--- src/rtl/uart_pkg.sv ---
// Shared types and constants for the UART transmit path.
package uart_pkg;
    localparam int UART_DATA_BITS = 8;

    typedef enum logic [1:0] {IDLE, START, DATA, STOP} tx_state_t;
endpackage

--- src/rtl/uart_baud_cnt.sv ---
// Bit-period timer: counts 0..CPB-1 while enabled and flags the last cycle of each bit.
module uart_baud_cnt #(
    parameter int CPB = 4
) (
    input  logic CLK_I,
    input  logic RST_I,
    input  logic en,
    input  logic clr,
    output logic wrap
);
    localparam int CW = (CPB > 1) ? $clog2(CPB) : 1;

    logic [CW-1:0] cnt_q;

    assign wrap = en && (cnt_q == CW'(CPB - 1));

    always_ff @(posedge CLK_I) begin
        if (RST_I || clr) begin
            cnt_q <= '0;
        end else if (en) begin
            cnt_q <= wrap ? '0 : cnt_q + CW'(1);
        end
    end
endmodule

--- src/rtl/uart_frame_tx.sv ---
// 8N1 serial framer with peer flow-control hold and a registered passthrough channel.
//  state | meaning
//  IDLE  | line idle (or passthrough of TX2_I), ready for a byte
//  START | start bit (0) for CPB cycles
//  DATA  | eight data bits, LSB first, CPB cycles each
//  STOP  | stop bit (1) for CPB cycles, DONE_O on its last cycle
module uart_frame_tx
    import uart_pkg::*;
#(
    parameter int CLK_RATE  = 100_000_000,
    parameter int BAUD_RATE = 115200
) (
    input  logic       CLK_I,
    input  logic       RST_I,
    input  logic [7:0] DATA_I,
    input  logic       VALID_I,
    output logic       READY_O,
    input  logic       PAUSE_I,
    input  logic       CHANNEL_I,
    input  logic       TX2_I,
    output logic       TX_O,
    output logic       BUSY_O,
    output logic       DONE_O
);
    localparam int CPB = CLK_RATE / BAUD_RATE;

    if (CPB < 2) begin : g_cpb_check
        $error("uart_frame_tx: CLK_RATE/BAUD_RATE must be at least 2");
    end

    tx_state_t  state_q, state_d;
    logic [7:0] data_q;
    logic [2:0] bit_q, bit_d;
    logic       tx_q, tx_d;
    logic       chan_q;
    logic       fire;
    logic       wrap;

    uart_baud_cnt #(.CPB(CPB)) u_baud_cnt (
        .CLK_I (CLK_I),
        .RST_I (RST_I),
        .en    (state_q != IDLE),
        .clr   (state_q == IDLE),
        .wrap  (wrap)
    );

    assign READY_O = (state_q == IDLE) && !PAUSE_I && !chan_q && !RST_I;
    assign fire    = VALID_I && READY_O;
    assign BUSY_O  = (state_q != IDLE);
    assign DONE_O  = (state_q == STOP) && wrap;
    assign TX_O    = tx_q;

    always_comb begin
        state_d = state_q;
        bit_d   = bit_q;
        tx_d    = tx_q;
        case (state_q)
            IDLE: begin
                // Line value for the next cycle reflects the channel chan_q is about to take.
                tx_d = CHANNEL_I ? TX2_I : 1'b1;
                if (fire) begin
                    state_d = START;
                    tx_d    = 1'b0;
                    bit_d   = '0;
                end
            end
            START: begin
                if (wrap) begin
                    state_d = DATA;
                    tx_d    = data_q[0];
                end
            end
            DATA: begin
                if (wrap) begin
                    if (bit_q == 3'(UART_DATA_BITS - 1)) begin
                        state_d = STOP;
                        tx_d    = 1'b1;
                        bit_d   = '0;
                    end else begin
                        bit_d = bit_q + 3'd1;
                        tx_d  = data_q[bit_d];
                    end
                end
            end
            STOP: begin
                if (wrap) begin
                    state_d = IDLE;
                    tx_d    = CHANNEL_I ? TX2_I : 1'b1;
                end
            end
            default: begin
                state_d = IDLE;
                tx_d    = 1'b1;
            end
        endcase
    end

    always_ff @(posedge CLK_I) begin
        if (RST_I) begin
            state_q <= IDLE;
            bit_q   <= '0;
            tx_q    <= 1'b1;
            chan_q  <= 1'b0;
            data_q  <= '0;
        end else begin
            state_q <= state_d;
            bit_q   <= bit_d;
            tx_q    <= tx_d;
            if (state_d == IDLE) begin
                chan_q <= CHANNEL_I;
            end
            if (fire) begin
                data_q <= DATA_I;
            end
        end
    end
endmodule

--- config.mk ---
export PLATFORM = sky130hd
export DESIGN_NAME = uart_frame_tx
export DESIGN_NICKNAME = d
export VERILOG_FILES = /design/src/rtl/uart_pkg.sv /design/src/rtl/uart_baud_cnt.sv /design/src/rtl/uart_frame_tx.sv
export SDC_FILE = /design/constraint.sdc
export NUM_CORES = 1
export LEC_CHECK = 0
export CORE_ASPECT_RATIO = 0.6
export CORE_MARGIN = 2
export CORE_UTILIZATION = 24
export CTS_CLUSTER_SIZE = 14
export DETAILED_ROUTE_END_ITERATION = 7
export DONT_BUFFER_PORTS = 1
export PLACE_DENSITY = 0.36
export SLEW_MARGIN = 10
export SYNTH_ARGS = -nofsm -noshare
export SYNTH_HDL_FRONTEND = slang
export SYNTH_SLANG_ARGS = --single-unit
--- constraint.sdc ---
create_clock -name CLK_I -period 2.3 [get_ports CLK_I]
set_input_delay 0.23 -clock CLK_I [delete_from_list [all_inputs] [get_ports CLK_I]]
set_output_delay 0.23 -clock CLK_I [all_outputs]
set_load 0.03 [all_outputs]
Yosys cells after proc, flatten, opt, wreduce, memory -nomap -nowiden
Index checks and enable logic that the tools add are counted.
{"block": "classes", "n_addsub": 2, "n_lt_le_gt_ge": 1, "n_eq_ne": 9, "muxes": 20, "n_reduce_logical": 16}
{"operator": "$add A10 B1 Y10 const B", "n": 1}
{"operator": "$eq A10 B10 Y1 const B", "n": 1}
{"operator": "$mux W10", "n": 1}
{"operator": "$mux W2", "n": 5}
{"operator": "$mux W3", "n": 3}
{"operator": "$pmux W2 S4", "n": 1}
{"operator": "$mux W1", "n": 7}
{"operator": "$logic_and A1 B1 Y1", "n": 6}
{"operator": "$ne A2 B1 Y1 const B", "n": 3}
{"operator": "$pmux W3 S2", "n": 1}
{"operator": "$reduce_and A3 Y1", "n": 2}
{"operator": "$eq A2 B2 Y1 const B", "n": 2}
{"operator": "$logic_not A2 Y1", "n": 2}
{"operator": "$lt A3 B4 Y1 const B", "n": 1}
{"operator": "$pmux W1 S4", "n": 1}
{"operator": "$reduce_bool A2 Y1", "n": 2}
{"operator": "$add A3 B1 Y3 const B", "n": 1}
{"operator": "$bmux W1 S3", "n": 1}
{"operator": "$eq A3 B3 Y1 const B", "n": 1}
{"operator": "$logic_not A1 Y1", "n": 3}
{"operator": "$eq A2 B1 Y1 const B", "n": 1}
{"operator": "$ne A2 B2 Y1 const B", "n": 1}
{"operator": "$logic_or A1 B1 Y1", "n": 1}
{"block": "word_totals", "ff_bits": 25, "input_bits": 14, "out_inout_bits": 4, "wordCells": 54}

Logic depth before layout (Yosys ltp)
Gate-level depths: netlist of the first run.
{"block": "depth", "ltp_word": 8, "ltp_mapped": 6, "mapped_depth_nobuf": 6}

Modules after synthesis
A second synthesis of the first run with hierarchy kept.
{"block": "hier_totals", "cells_unflattened": 143, "area_unflattened_um2": 1268.7}
{"mod": "uart_frame_tx", "instances": 1, "cells_each": 87, "area_per_inst_um2": 763.2, "seq_area_each_um2": 300.3}
{"mod": "uart_baud_cnt", "instances": 1, "cells_each": 56, "area_per_inst_um2": 505.5, "seq_area_each_um2": 200.2}

Least setup slack after synthesis of the first run
No wires, ideal clock.
{"block": "synth_path", "path_kind": "reg2out", "from": "register u_baud_cnt.cnt_q[0]", "to": "output DONE_O", "arrival_ps": 1653, "t_required_ps": 2070, "setup_slack_ps": 417, "stages_incl_launch_ff": 5, "n_path_buf": 0, "cell_sequence": "dfxtp_1 -> ha_1 -> nand2_1 -> or4_4 -> nor2_1"}
{"block": "synth_between", "elab_chain_len": 3}
{"element": "from (decl)", "line": "uart_baud_cnt.sv:13", "text": "logic [CW-1:0] cnt_q;"}
{"element": "from (signal assigned)", "line": "uart_baud_cnt.sv:21", "text": "cnt_q <= wrap ? '0 : cnt_q + CW'(1);"}
{"element": "$eq A10 B10 Y1", "line": "uart_baud_cnt.sv:15", "text": "assign wrap = en && (cnt_q == CW'(CPB - 1));"}
{"element": "$logic_and A1 B1 Y1", "line": "uart_baud_cnt.sv:15"}
{"element": "$logic_and A1 B1 Y1", "line": "uart_frame_tx.sv:50", "text": "assign DONE_O = (state_q == STOP) && wrap;"}
{"element": "to (decl)", "line": "uart_frame_tx.sv:23", "text": "output logic DONE_O"}
Every way passes these cells.

Final worst setup path of the first run
Same ends and word-level chain as after synthesis.

==> flow_summary.ini, run 1 <==
[run_status]
status = complete, no violations

[synth]
synth_edf_count = 0
yosysUniqueCellTypes = 38
yosys_most_used_dff = dfxtp_1
synthCells = 142
ys_warn_count = 0
netlist_area_mm2 = 0.00122
async_flop_share_pct = 0
avgSynthCellArea_um2 = 8.62
yosysSeqAreaShare_pct = 40.9
synth_fp_nets = 159
synth_seq_cells = 25

[clock_network]
htree_num_levels = 1
clock_path_buffers = 2
cts.repair.resized = 0
cts_made_buffers = 3
cts-root-buf = clkbuf_8
clk-insertion-delay-late_ns = 0.27
ctsHoldBuffers = 0
post_cts_buffers = 0
cts_sinks = 25
clk_pin_slew_ns = 0.09
cts_tree = done

[floorplanning]
pin_count = 18
dieWidth_um = 96.2
die_h_um = 59.3
rows = 20
initial_core_util_pct = 24.6
die_area_mm2 = 0.00570
core_mm2 = 0.00498

[job]
maxCapViolations = 0

[grt]
grt_pass1_vias = 934
grt_first_pass_wirelength_mm = 4.69
gr-usage-all-layers_pct = 10.8
grt_max_degree = 19
grt_overflow = 0
antenna_found_initial = 0

[sta]
period_needed_ns = 2.16
hold_viol = 0
relSlewSlack_pct = 64.3
tightest_slew_ns = 0.531
finalSetupViolations = 0
period_share_pct = 93.9
rsz0062_at_grt = no
slew_violations = 0
setup_tns_ns = 0
max_freq_mhz = 463
fin_skew_ns = 0.00634
setup_slack_ns = 0.141

[layout]
drive_above_1_share_pct = 10.6
area_growth_syn_to_layout_pct = 9.00
diodes = 0
mostFrequentLayoutCell = dfxtp_1
instances_no_fill = 208
n_fill_cell = 534
nets = 160
final_cell_mix = dfxtp_1, nand2_1, nor2_1

[placement]
hpwl_mm = 2.05
numPlacedInstances = 204
portBuffers = 0
gp_congestion = 0.743
dpl_worst_slack_ns = 0.250

[drt]
wl_met2_mm = 1.04
drcViolationCount = 0
vias = 960
wl_mm = 2.72
wl_met1_mm = 1.57
dr.pass1.iters = 4
avgViaCountPerCell = 4.62
wl_met3_um = 95
postRouteAntennaNets = 0
dr.max_layer_used = met4
drtIter0Drc = 32
wire_per_inst_um = 13.1

[worst_setup_path]
critical_path_buf_inv_count = 1
worstPathArrival_ns = 1.93
worstSetupPathType = reg2out
crit_fanout = 6
worstPathRequired_ns = 2.07
cp-start-kind = register
slowest_stage = or4_4
cp_slowest_stage_delay_ns = 0.57
cp_cell_sequence = ha_1 -> nand2_1 -> or4_4 -> nor2_1 -> buf_4
cp_top_family = simple AND/OR/NAND/NOR gates
rrSetupSlack_ns = 0.23
cp-end-kind = primary output

[worst_hold_path]
holdCritPathClass = in2reg

[pwr]
power-per-cell-area_mw_per_mm2 = 563
power.leakage_nw = 0.430
fin_total_pwr_uw = 751
ir_worst_vdd_mv = 0.163
[report_power, final]
part           switching (mW)  leakage [nW]  total (mW)  internal [mW]
Sequential            0.00863         0.202       0.450          0.441
Combinational          0.0258         0.205      0.0409         0.0150
Clock                   0.136        0.0228       0.260          0.124
[final cells by class]
type / instances / area, um^2 / share of cell area, %
inverter: 5 / 18.8 / 1.41
tap: 66 / 82.6 / 6.19
timing repair buffer: 3 / 22.5 / 1.69
sequential: 25 / 500 / 37.5
multi-input combinational: 105 / 664 / 49.8
clock buffer: 4 / 45.0 / 3.38
[metal layers]
layer,GRT usage (%),vias to the layer above
li1,-,504
met1,16.9,438
met2,14.1,16
met3,3.31,2
met4,2.45,0
met5,0,-
[logic make-up (layout without fill, tap and decap cells)]
kind of cell | after synthesis | after routing | synth area share, %
flops | 25 | 25 | 40.9
simple gates | 66 | 66 | 28.1
buf+inv | 12 | 12 | 4.81
mux | 3 | 3 | 4.60
fa+ha+maj | 3 | 3 | 3.07
xor+xnor | 8 | 8 | 5.73
compound gates | 25 | 25 | 12.8
[Yosys cell counts, drive strengths merged, types with 3 or more instances]
cell type,instances,area (um^2)
a21oi,12,60.1
a31oi,3,18.8
buf,3,15.0
clkbuf,4,25.0
dfxtp,25,500
ha,3,37.5
inv,5,18.8
nand2,22,82.6
nand3,6,30.0
nand4,4,25.0
nor2,15,56.3
nor3,3,20.0
o2111ai,3,26.3
xnor2,4,35.0
xor2,4,35.0
[through the flow]
stage / util (%) / hold WS (ns) / cell area, um^2
global placement: 25.9 / 0.302 / 1290
detailed placement: 25.9 / 0.303 / 1290
finish: 26.8 / 0.0151 / 1330
CTS: 26.8 / 0.00534 / 1330
global route: 26.8 / 0.000500 / 1330
floorplan: - / 0.366 / 1220
[state kept, by name (all words and copies together) (netlist names)]
name and count:
data_q 8, bit_q 3, u_baud_cnt.cnt_q 10, TX_O 1
state_q 2, chan_q 1
[worst register-to-register path, stage by stage, from the launching register on]
cell     delay (ns)
dfxtp_1        0.40
ha_1           0.26
nand2_1        0.13
or4_4          0.57
or4_1          0.42
a31oi_1        0.20
[final timing paths]
path,start,end,depth (start not counted)
worst max-delay path,u_baud_cnt.cnt_q[0],DONE_O,5
worst min-delay path,RST_I,chan_q,1
worst max register to register,u_baud_cnt.cnt_q[0],bit_q[0],5
worst min register to register,data_q[7],data_q[7],2
(Power assumes the default switching activity.)
==> run 2: changes to the inputs <==
--- a/config.mk
+++ b/config.mk
@@ -11,6 +11,7 @@
 export CTS_CLUSTER_SIZE = 14
 export DETAILED_ROUTE_END_ITERATION = 7
 export DONT_BUFFER_PORTS = 1
+export GPL_ROUTABILITY_DRIVEN = 0
 export PLACE_DENSITY = 0.36
 export SLEW_MARGIN = 10
 export SYNTH_ARGS = -nofsm -noshare
==> results of run 2 <==
No change in the layout: final DEF, timing and power equal those of run 1.
